--- config.mk ---
export PLATFORM = sky130hd
export DESIGN_NAME = bin_to_bcd_seq
export DESIGN_NICKNAME = d
export VERILOG_FILES = /design/src/rtl/bin_to_bcd_seq.sv
export SDC_FILE = /design/constraint.sdc
export NUM_CORES = 1
export LEC_CHECK = 0
export BUFFER_PORTS_ARGS = -buffer_cell sky130_fd_sc_hd__buf_2
export CAP_MARGIN = 15
export CORE_MARGIN = 2
export CORE_UTILIZATION = 30
export CTS_CLUSTER_SIZE = 16
export DETAILED_ROUTE_END_ITERATION = 10
export SLEW_MARGIN = 20
export SYNTH_ARGS = -nofsm -noshare
export SYNTH_HDL_FRONTEND = slang
export SYNTH_SLANG_ARGS = --single-unit
--- constraint.sdc ---
create_clock -name clk -period 1.5 [get_ports clk]
set_clock_uncertainty 0.1 [all_clocks]
set_input_delay 0.225 -clock clk [delete_from_list [all_inputs] [get_ports clk]]
set_output_delay 0.225 -clock clk [all_outputs]
set_load 0.01 [all_outputs]
--- src/rtl/bin_to_bcd_seq.sv ---
// bin_to_bcd_seq: iterative shift-and-add-3 (double-dabble) binary-to-BCD
// converter. One input bit is consumed per clock; the packed BCD result is
// held on `bcd` between completions so a display can read it without any
// arithmetic of its own.
module bin_to_bcd_seq #(
  parameter int BIN_W  = 21,
  parameter int DIGITS = 7
) (
  input  logic                  clk,
  input  logic                  rst,
  input  logic                  start,
  input  logic [BIN_W-1:0]      bin,
  output logic                  busy,
  output logic                  done,
  output logic [4*DIGITS-1:0]   bcd
);

  localparam int CNT_W = (BIN_W > 1) ? $clog2(BIN_W) : 1;
  localparam int ACC_W = 4 * DIGITS;
  localparam logic [CNT_W-1:0] LAST_CNT = CNT_W'(BIN_W - 1);

  typedef enum logic [0:0] {
    IDLE  = 1'b0,
    SHIFT = 1'b1
  } state_t;

  state_t             state;
  logic [BIN_W-1:0]   sr;
  logic [ACC_W-1:0]   acc;
  logic [CNT_W-1:0]   cnt;
  logic [ACC_W-1:0]   acc_adj;
  logic [ACC_W-1:0]   acc_shift;

  // Add 3 to every BCD digit that is 5 or more, so that the following
  // left shift carries correctly into the next decimal digit.
  function automatic logic [ACC_W-1:0] dabble_adjust(input logic [ACC_W-1:0] a);
    logic [ACC_W-1:0] r;
    r = a;
    for (int i = 0; i < DIGITS; i++) begin
      if (a[4*i +: 4] >= 4'd5) begin
        r[4*i +: 4] = a[4*i +: 4] + 4'd3;
      end else begin
        r[4*i +: 4] = a[4*i +: 4];
      end
    end
    return r;
  endfunction

  // Adjust the scratch digits, then shift the next binary MSB into the ones digit.
  always_comb begin
    acc_adj   = dabble_adjust(acc);
    acc_shift = {acc_adj[ACC_W-2:0], sr[BIN_W-1]};
  end

  // Control FSM plus datapath registers; busy/done/bcd are all registered.
  always_ff @(posedge clk) begin
    if (rst) begin
      state <= IDLE;
      busy  <= 1'b0;
      done  <= 1'b0;
      bcd   <= {ACC_W{1'b0}};
      acc   <= {ACC_W{1'b0}};
      sr    <= {BIN_W{1'b0}};
      cnt   <= {CNT_W{1'b0}};
    end else begin
      case (state)
        IDLE: begin
          done <= 1'b0;
          if (start) begin
            sr    <= bin;
            acc   <= {ACC_W{1'b0}};
            cnt   <= {CNT_W{1'b0}};
            busy  <= 1'b1;
            state <= SHIFT;
          end else begin
            busy  <= 1'b0;
            state <= IDLE;
          end
        end
        SHIFT: begin
          // start is deliberately ignored here: requests are not queued.
          acc <= acc_shift;
          sr  <= {sr[BIN_W-2:0], 1'b0};
          cnt <= cnt + CNT_W'(1);
          if (cnt == LAST_CNT) begin
            bcd   <= acc_shift;
            done  <= 1'b1;
            busy  <= 1'b0;
            state <= IDLE;
          end else begin
            done  <= 1'b0;
            busy  <= 1'b1;
            state <= SHIFT;
          end
        end
        default: begin
          done  <= 1'b0;
          busy  <= 1'b0;
          state <= IDLE;
        end
      endcase
    end
  end

endmodule

* After elaboration in Yosys (flattened, before gate mapping)
Index checks and enable logic that the tools add are counted.
Widths: inputs -> output; s select.
** Word-level totals
- Logic and storage cells :: 43
- Input port bits :: 24
- Output and inout port bits :: 30
- Flip-flop bits (word level) :: 84
** Operators by class
- Reduce and logical (&&, ||, !) cells :: 1
- Magnitude comparators :: 7
- Equality and inequality tests :: 2
- Bitwise gates (word level) :: 1
- $add $sub $neg :: 8
- Muxes and demuxes :: 18
** Operators by type and width (number)
- $pmux 28 s2 :: 1
- $pmux 21 s2 :: 1
- $ge 4x3->1 const B :: 7
- $mux 28 :: 1
- $add 4x2->4 const B :: 6
- $mux 4 :: 6
- $mux 21 :: 1
- $pmux 5 s2 :: 1
- $add 5x1->5 const B :: 1
- $eq 5x5->1 const B :: 1
- $mux 5 :: 1
- $pmux 1 s2 :: 2
- $add 3x2->3 const B :: 1
- $mux 1 :: 3
- $mux 3 :: 1
- $ne 2x2->1 const B :: 1
- $reduce_and 2->1 :: 1
- $not 1->1 :: 1

* Longest topological paths before layout
Gate-level depths: netlist (run 1).
- Depth after elaboration :: 3
- Depth in mapped cells :: 8
- Mapped depth without buffers :: 6

* Worst setup path after synthesis (run 1)
OpenSTA, ideal clock, no wires.
- Path type :: register to register
- Start :: register cnt[0]
- End :: register bcd[18]
- Clock period less this slack :: 1494 ps
- Arrival :: 1277 ps
- Slack :: 6 ps
- Setup time :: 117 ps
- Path buffers :: 1
- Required time :: 1283 ps
- Stages on the path, launching flop included :: 8
- Cells stage by stage :: dfxtp_1 inv_1 ha_1 and4b_1 nand2_2 inv_2 buf_4 a22o_1
** On the way
- Word-level cells in the longest chain between the ends :: 2
** Ends and longest elaborated chain
- start, declared :: line 30 : logic [CNT_W-1:0] cnt;
- start signal, assigned :: line 64 : cnt <= {CNT_W{1'b0}};
- start signal, assigned :: line 72 : cnt <= {CNT_W{1'b0}};
- start signal, assigned :: line 84 : cnt <= cnt + CNT_W'(1);
- $eq 5x5->1 :: line 85 : if (cnt == LAST_CNT) begin
- $reduce_and 2->1 (no source line)
- end signal, assigned :: line 61 : bcd <= {ACC_W{1'b0}};
- end signal, assigned :: line 86 : bcd <= acc_shift;
- end, declared :: line 15 : output logic [4*DIGITS-1:0] bcd
Every way passes these cells.
A chain may end at the register's enable or synchronous reset.

* Worst setup path after layout (run 1)
- Start :: register cnt[1]
- End :: register bcd[2]
Same word-level chain as after synthesis.

==> results.yml, run 1 <==
status:
  outcome: "complete, but fails checks"
  violations: "negative setup slack"
yosys:
  synth_fa_ha_area_frac: 0.0540
  synthMuxAreaShare: 0.0783
  synth.top_cell.area_share: 0.454
  synth-compound-area-share: 0.188
  synth_top_family_by_area: "compound AO/OA/AOI/OAI gates"
  synthSimpleGateAreaFrac: 0.153
  syn_nets: 448
  ys_types: 31
  synth_xor_area_frac: 0.0189
  ys_seq_area_frac: 0.454
  synth.avg_cell_area_um2: 9.08
  synth_area_um2: 3710
  synth.largest_area_cell: "dfxtp_1"
  syn_inst: 408
  yosysWarnings: 0
  synth.area.top_cells: "dfxtp_1 (45%), mux2i_1 (7.8%), a21oi_1 (6.9%)"
  ys_ff_latch: 84
pwr:
  finalPower_uw: 4890
  p_leak_uw: 0.00214
  pwr_density_cell_nw_per_um2: 948
  ir_drop_mv: 0.604
critical_path:
  reg2reg_from: "cnt[1]$_SDFFE_PP0P_"
  startpoint_type: "register"
  crit_required_ns: 1.62
  slowest_delay_ns: 0.32
  cp_max_fo: 6
  path_cells: "inv_2 > ha_4 > and4b_2 > a21oi_4 > buf_12 > clkbuf_16 > a22o_1"
  startpoint: "cnt[1]$_SDFFE_PP0P_"
  cp_data_arrival_time_ns: 1.68
  r2r_slack_ns: -0.06
  crit_end: "bcd[2]$_SDFFE_PP0P_"
  cp_slowest_cell: "dfxtp_2"
  critPathCaptureType: "register"
  worstSetupPathType: "reg2reg"
  worstRegToRegCells: 7
  reg2reg_to: "bcd[2]$_SDFFE_PP0P_"
placement:
  io_buffer_count: 53
  dp.final_hpwl_mm: 5.93
  gp_congestion: 0.731
  dpl_worst_slack_ns: -0.122
  place_area_um2: 4330
sta:
  relSlewSlack: 0.780
  period_needed_ns: 1.56
  worst_pin_slew_ns: 0.327
  finalWorstSetupSlack_ns: -0.0555
  fmax_ghz: 0.643
  rsz0062_at_grt: "true"
  fin_crit_sh: 1.04
  finalHoldViolations: 0
  drv_slew: 0
  setup_viol_count_final: 23
cts:
  cts_made_buffers: 9
  cts_num_sinks: 84
  cts_tree: "done"
  htree_num_levels: 3
  insertion_delay_ns: 0.34
  cts-root-buf: "clkbuf_16"
  path_clk_slew_ns: 0.06
  clockBufferDepth: 2
grt:
  antenna_found_initial: 0
  grt_pass1_vias: 3128
  grt_pass1_wl_mm: 14.7
  track_usage: 0.139
  grt_start_max_net_pins: 38
  gr-total-overflow: 0
floorplanning:
  start_util: 0.309
  die_y_um: 115
  io-pin-count: 54
  die_width_um: 115
  rows: 40
  core_um2: 12000
  die_area_um2: 13300
layout:
  area_growth_syn_to_layout_pct: 39.3
  nets: 535
  fin_util: 0.430
  drive_above_1_share: 0.381
  num_antenna_cells: 0
  design_area_um2: 5160
drt:
  route.antenna.remaining_nets: 0
  first_pass_iters: 4
  avgRoutedWirePerCell_um: 15.0
  route.detailed.drc: 0
  routed_wl_mm: 9.68
  viasPerCell: 4.95
  dr.first_iter.drc_count: 135
  num_vias: 3199
worst_hold_path:
  hold_class: "in2reg"
flow_run:
  cap_violations: 0
## cells in the final DEF (no fill, tap or decap), types with 9 or more instances in the layout
cell / instances
dfxtp_1: 69
buf_2: 53
a21oi_1: 44
nor2_1: 44
buf_4: 33
a22o_1: 29
mux2i_1: 23
o21ai_0: 22
nor3b_1: 20
nand2_1: 15
dfxtp_2: 13
clkbuf_16: 11
inv_2: 10
nand3_1: 10
o21ai_1: 9
## registers in the layout, summed over array words and instances (netlist names)
| signal | count |
|---|---|
| acc | 28 |
| bcd | 28 |
| cnt | 5 |
| done | 1 |
| sr | 21 |
| state | 1 |
## synthesized netlist by cell type
cell type	instances
nand2_1	20
clkbuf_2	1
nand2_2	1
o21ai_1	1
xnor2_1	7
and2b_4	1
nor3_1	4
dfxtp_1	84
nor3b_1	20
nand3b_1	1
inv_1	17
nand2b_1	8
a21oi_1	51
inv_2	1
nor2_1	44
clkbuf_1	5
buf_6	2
a21oi_2	1
xor2_1	1
nor2b_1	2
a211oi_1	1
buf_4	3
nand3_1	10
mux2i_1	29
o21ai_0	32
buf_2	13
a31oi_1	1
or3b_2	1
a22o_1	29
and4b_1	1
ha_1	16
## worst max-delay path, delay by kind of cell (launching register included)
| family | cells | cell delay, ns |
|---|---|---|
| AO/OA/AOI/OAI | 2 | 0.28 |
| adder cells (fa/ha/maj) | 1 | 0.12 |
| buffers and inverters | 3 | 0.36 |
| flip-flops | 1 | 0.32 |
| AND/OR/NAND/NOR | 1 | 0.26 |
## per-stage QoR
step           cells  setup TNS (ns)  hold WS [ns]
5_1_grt          646           -2.58         0.133
4_1_cts          633         -0.0244         0.102
3_3_place_gp     616          -0.153         0.332
2_1_floorplan    408               0         0.320
6_report         646          -0.534        0.0995
3_5_place_dp     616           -1.54         0.341
## cell type report
class	count	area [µm²]
Clock buffer	11	243
Clock inverter	4	50.0
Fill cell	1163	6850
Inverter	18	77.6
Multi-Input combinational cell	282	2130
Sequential cell	84	1710
Tap cell	147	184
Timing Repair Buffer	100	772
## logic make-up after synthesis
kind of cell             count (synthesis)
AO/OA/AOI/OAI                          116
XOR/XNOR                                 8
adder cells (fa/ha/maj)                 16
buffers and inverters                   42
flip-flops                              84
multiplexers                            29
AND/OR/NAND/NOR                        113
## how the worst min path moves through the flow
stage	slack, ns	end	startpoint	cells past startpoint
2_1_floorplan	0.32	sr[0]$_SDFFE_PP0P_	bin[0]	2
3_3_place_gp	0.33	bcd[24]$_SDFFE_PP0P_	bcd[24]$_SDFFE_PP0P_	2
3_5_place_dp	0.34	bcd[24]$_SDFFE_PP0P_	bcd[24]$_SDFFE_PP0P_	2
4_1_cts	0.10	sr[0]$_SDFFE_PP0P_	bin[0]	3
5_1_grt	0.13	sr[0]$_SDFFE_PP0P_	bin[0]	3
6_report	0.1	sr[0]$_SDFFE_PP0P_	bin[0]	3
## report_power, final
part / switching [µW] / leakage, µW / internal (µW) / total, µW
clock network: 867 / 0.000138 / 1320 / 2190
logic: 207 / 0.00131 / 195 / 402
registers: 30.1 / 0.000688 / 2270 / 2300
## layer usage
metal	wire length [µm]	GRT usage	part of all wire
met2	4940	0.247	0.51
met5	0	0	0
met4	148	0.0466	0.015
met3	427	0.0427	0.044
met1	4170	0.158	0.43
## what timing repair did
action,CTS,global route
setup buffers,1,10
hold buffers,0,0
gates cloned,1,3
gates resized for setup,28,78
pin swaps,11,32
setup endpoints to repair,44,48
endpoints found under the hold margin,0,0
Power figures use the tool's default switching activity.
==> run 2: changes to the inputs <==
- clock period: 1.5 -> 1.7 ns (I/O delays scaled with it)
==> run 2 against run 1 <==
Global-route usage shrank 0.66 points. Via count decreased by 6.4%. Power shrank 8.6%. Die area is the same. Critical path depth shrank 1. Largest power group is now clock. The run now ends clean. Register-to-register slack improved by 0.13 ns.
==> results.yml, run 2 (same netlist as run 1, synthesis figures left out) <==
pwr:
  ir_drop_mv: 0.561
  comb_power_share: 0.060
  p_leak_uw: 0.00187
  switchingPower_uw: 1040
  internal-power_uw: 3430
  seq_power_share: 0.454
  swShare: 0.232
  pwr_density_cell_nw_per_um2: 986
  power.share.clock: 0.486
worst_hold_path:
  min-delay-start: "bin[0]"
  min_to: "sr[0]$_SDFFE_PP0P_"
  hold_depth: 3
  hold_class: "in2reg"
floorplanning:
  rows: 40
  die_y_um: 115
  die_area_um2: 13300
  core_um2: 12000
  io-pin-count: 54
  die_width_um: 115
  start_util: 0.309
layout:
  num_antenna_cells: 0
  drive_above_1_share: 0.219
  layout_commonest_cell: "dfxtp_1"
  fin_cells: 613
  nets: 501
  layout_common_cells: "dfxtp_1 (83), buf_2 (53), a21oi_1 (44), nor2_1 (44), o21ai_0 (32)"
  reg.largest.list: "acc x28, bcd x28, sr x21"
  area_growth_syn_to_layout_pct: 22.5
critical_path:
  crit_required_ns: 1.89
  cp_data_arrival_time_ns: 1.82
  critPathCaptureType: "register"
  cp_max_fo: 3
  r2r_slack_ns: 0.07
  worstRegToRegCells: 6
  reg2reg_to: "bcd[14]$_SDFFE_PP0P_"
  reg2reg_from: "acc[13]$_SDFFE_PP0P_"
  worstSetupPathType: "reg2reg"
  startpoint_type: "register"
grt:
  grt_pass1_vias: 2969
  gr-usage-met1: 0.155
  track_usage: 0.132
  grt_start_max_net_pins: 50
  antenna_found_initial: 0
  grt_pass1_wl_mm: 13.8
  gr-total-overflow: 0
  use_met2: 0.222
  grt_busiest_layer: "met2"
  grtUsageMet3: 0.0474
sta:
  finalWorstSetupSlack_ns: 0.0732
  fin_crit_sh: 0.957
  relSlewSlack: 0.780
  worst_pin_slew_ns: 0.330
  period_needed_ns: 1.63
  finalHoldViolations: 0
  holdWs_ns: 0.109
  drv_slew: 0
  fmax_ghz: 0.615
  setup_viol_count_final: 0
drt:
  routed_wl_mm: 8.46
  avgRoutedWirePerCell_um: 13.8
  num_vias: 2995
  viasPerCell: 4.89
  first_pass_iters: 4
  route.antenna.remaining_nets: 0
  dr.first_iter.drc_count: 259
  route.detailed.drc: 0
placement:
  dpl.cell_count: 597
  io_buffer_count: 53
  dpl_worst_slack_ns: 0.0715
  dp.final_hpwl_mm: 5.76
  gp_congestion: 0.784
cts:
  clockBufferDepth: 2
  holdBufCountCts: 0
  cts_tree: "done"
  cts_setup_buffers: 0
  cts_made_buffers: 9
  cts-root-buf: "clkbuf_16"
  insertion_delay_ns: 0.34
  path_clk_slew_ns: 0.07
  htree_num_levels: 3
  cts_num_sinks: 84
status:
  outcome: "finished clean"
flow_run:
  cap_violations: 0
==> run 2: changes by cell type in the layout (fill, tap and decap cells not counted), moves of 8 or more <==
cell / delta
o21ai_0: +10
ha_1: +9
inv_2: -9
buf_4: -23
inv_1: +11
o21ai_1: -8
dfxtp_2: -12
dfxtp_1: +14
==> run 2: final cells by class <==
| class | instances | area [µm²] |
|---|---|---|
| fill | 1219 | 7470 |
| multi-input combinational | 282 | 1870 |
| sequential | 84 | 1680 |
| timing repair buffer | 66 | 400 |
| clock buffer | 9 | 225 |
| tap | 147 | 184 |
| clock inverter | 7 | 106 |
| inverter | 18 | 67.6 |
==> run 2: critical path, stage by stage, from the launching register on <==
cell and delay (ns):
dfxtp_1 0.36, inv_1 0.10, ha_1 0.18, nand2b_1 0.16
a21oi_2 0.22, mux2i_2 0.28, a22o_1 0.17
==> run 2: worst max path at each step <==
stage / start / endpoint / slack (ns) / cells after the start
2_1_floorplan: cnt[0]$_SDFFE_PP0P_ / bcd[18]$_SDFFE_PP0P_ / 0.21 / 7
3_3_place_gp: acc[0]$_SDFFE_PP0P_ / acc[2]$_SDFFE_PP0P_ / 0.13 / 6
3_5_place_dp: acc[0]$_SDFFE_PP0P_ / acc[2]$_SDFFE_PP0P_ / 0.07 / 6
4_1_cts: acc[0]$_SDFFE_PP0P_ / acc[2]$_SDFFE_PP0P_ / 0.06 / 6
5_1_grt: acc[13]$_SDFFE_PP0P_ / acc[14]$_SDFFE_PP0P_ / -0.02 / 6
6_report: acc[13]$_SDFFE_PP0P_ / bcd[14]$_SDFFE_PP0P_ / 0.07 / 6
==> run 2: routing by layer <==
metal | share of wire | up-vias
met1 | 0.45 | 1382
met4 | 0.019 | 0
met3 | 0.056 | 12
met2 | 0.48 | 71
li1 | - | 1530
met5 | 0 | -
==> run 2: metrics by stage <==
step | utilization | power [µW] | area, µm² | setup TNS, ns
floorplan | - | 2250 | 3710 | 0
global placement | 0.347 | 2340 | 4160 | 0
detailed placement | 0.347 | 2350 | 4160 | 0
CTS | 0.374 | 4540 | 4490 | 0
global route | 0.378 | 4660 | 4540 | -0.0313
finish | 0.378 | 4470 | 4540 | 0
==> run 2: timing repair <==
item,CTS,global route
setup endpoints to repair,0,17
resized for setup,0,13
endpoints found under the hold margin,0,0
==> run 2: power groups by stage <==
| stage | combinational, µW | clock, µW | sequential (µW) |
|---|---|---|---|
| 2_1_floorplan | 188 | 0 | 2070 |
| 3_3_place_gp | 262 | 0 | 2080 |
| 3_5_place_dp | 270 | 0 | 2080 |
| 4_1_cts | 272 | 2240 | 2030 |
| 5_1_grt | 304 | 2320 | 2030 |
| 6_report | 269 | 2170 | 2030 |
==> run 3: changes to the inputs <==
- RECOVER_POWER: unset -> 50
==> run 3 against run 2 <==
Power about the same. Non-clock buffer count stayed put. Via count about the same. Utilization is 0.33 points lower. Clock-buffer cell count unchanged. Worst setup slack worse by 0.0071 ns. Critical path depth is the same. Register-to-register slack hardly changed. Clock power barely moved. First-iteration DRC count decreased by 7.3%. Routed wire length grew 0.39%. Critical endpoint unchanged. Largest cell class unchanged.
==> results.yml, run 3 (same netlist as run 1, synthesis figures left out) <==
worst_hold_path:
  min_to: "sr[0]$_SDFFE_PP0P_"
  min-delay-start: "bin[0]"
  hold_depth: 3
  hold_class: "in2reg"
cts:
  holdBufCountCts: 0
  htree_num_levels: 3
  cts_tree: "done"
  insertion_delay_ns: 0.34
  cts_made_buffers: 9
  path_clk_slew_ns: 0.07
  clockBufferDepth: 2
  cts_num_sinks: 84
  cts-root-buf: "clkbuf_16"
status:
  outcome: "finished clean"
drt:
  num_vias: 2997
  route.detailed.drc: 0
  dr.first_iter.drc_count: 240
  routed_wl_mm: 8.49
  avgRoutedWirePerCell_um: 13.9
  first_pass_iters: 4
  viasPerCell: 4.89
  route.antenna.remaining_nets: 0
layout:
  layout_common_cells: "dfxtp_1 (83), a21oi_1 (44), nor2_1 (44)"
  reg.largest.list: "acc x28, bcd x28, sr x21"
  fillerInstances: 1231
  area_growth_syn_to_layout_pct: 21.4
  layout_commonest_cell: "dfxtp_1"
  nets: 501
  fin_util: 0.374
  num_antenna_cells: 0
  drive_above_1_share: 0.155
placement:
  gp_congestion: 0.784
  dpl_worst_slack_ns: 0.0715
  dp.final_hpwl_mm: 5.76
  io_buffer_count: 53
critical_path:
  cp.buffers_inverters: 1
  cp_data_arrival_time_ns: 1.82
  reg2reg_to: "bcd[14]$_SDFFE_PP0P_"
  worstRegToRegCells: 6
  cp_max_fo: 5
  cpLargestDelayFamily: "compound AO/OA/AOI/OAI gates"
  critPathCaptureType: "register"
  cp_slowest_cell: "dfxtp_1"
  startpoint_type: "register"
  path_cells: "inv_1 > ha_2 > nand2b_1 > a21oi_2 > mux2i_2 > a22o_1"
  worstSetupPathType: "reg2reg"
  r2r_slack_ns: 0.07
  crit_required_ns: 1.89
  slowest_delay_ns: 0.33
  reg2reg_from: "acc[13]$_SDFFE_PP0P_"
sta:
  fin_crit_sh: 0.961
  drv_slew: 0
  setup-tns-final_ns: 0
  period_needed_ns: 1.63
  setup_viol_count_final: 0
  relSlewSlack: 0.625
  worst_pin_slew_ns: 0.562
  finalHoldViolations: 0
  finalWorstSetupSlack_ns: 0.0661
  fmax_ghz: 0.612
floorplanning:
  start_util: 0.309
  io-pin-count: 54
  die_width_um: 115
  die_area_um2: 13300
  die_y_um: 115
  core_um2: 12000
  rows: 40
pwr:
  pwr_density_cell_nw_per_um2: 993
  p_leak_uw: 0.00174
  ir_drop_mv: 0.561
grt:
  gr-total-overflow: 0
  grt_pass1_wl_mm: 13.8
  antenna_found_initial: 0
  track_usage: 0.132
  grt_pass1_vias: 2969
  grt_start_max_net_pins: 50
flow_run:
  cap_violations: 0
==> run 3: repair_timing <==
item,CTS,global route
gates resized for setup,0,13
setup buffers,0,0
endpoints found under the setup margin,0,17
==> run 3: stage by stage <==
| stage | area [µm²] | std cells | power [µW] | hold WS, ns |
|---|---|---|---|---|
| 6_report | 4500 | 613 | 4470 | 0.109 |
| 5_1_grt | 4500 | 613 | 4650 | 0.143 |
| 4_1_cts | 4490 | 613 | 4540 | 0.0927 |
| 3_5_place_dp | 4160 | 597 | 2350 | 0.339 |
| 3_3_place_gp | 4160 | 597 | 2340 | 0.334 |
| 2_1_floorplan | 3710 | 408 | 2250 | 0.349 |
==> run 3: where the power goes <==
part / leakage [µW] / total (µW) / switching [µW] / internal (µW)
clock network: 0.000156 / 2170 / 857 / 1310
logic: 0.000900 / 268 / 153 / 115
registers: 0.000681 / 2030 / 26.5 / 2010
==> run 3: worst max-delay path by stage <==
stage                                     from                    to  slack [ns]  cells after the start
final                     acc[13]$_SDFFE_PP0P_  bcd[14]$_SDFFE_PP0P_        0.07                      6
after CTS                  acc[0]$_SDFFE_PP0P_   acc[2]$_SDFFE_PP0P_        0.06                      6
after detailed placement   acc[0]$_SDFFE_PP0P_   acc[2]$_SDFFE_PP0P_        0.07                      6
after floorplan            cnt[0]$_SDFFE_PP0P_  bcd[18]$_SDFFE_PP0P_        0.21                      7
after global placement     acc[0]$_SDFFE_PP0P_   acc[2]$_SDFFE_PP0P_        0.13                      6
after global routing      acc[13]$_SDFFE_PP0P_  acc[14]$_SDFFE_PP0P_       -0.02                      6
==> run 3: per-layer routing <==
metal | GRT usage | vias to the layer above | wire length (µm)
li1 | - | 1529 | -
met4 | 0.0506 | 0 | 157
met2 | 0.222 | 73 | 4020
met1 | 0.155 | 1383 | 3840
met5 | 0 | - | 0
met3 | 0.0474 | 12 | 474
==> run 3: area by class of cell <==
type | instances | area (µm²) | area share
tap | 147 | 184 | 0.0409
inverter | 18 | 67.6 | 0.0150
clock inverter | 7 | 106 | 0.0236
sequential | 84 | 1680 | 0.374
multi-input combinational | 282 | 1870 | 0.416
timing repair buffer | 66 | 360 | 0.0801
clock buffer | 9 | 225 | 0.0501
==> run 3: tightest hold or removal path, cell delays in order <==
cell     delay (ns)
buf_2          0.08
mux2i_1        0.06
nor3_1         0.11
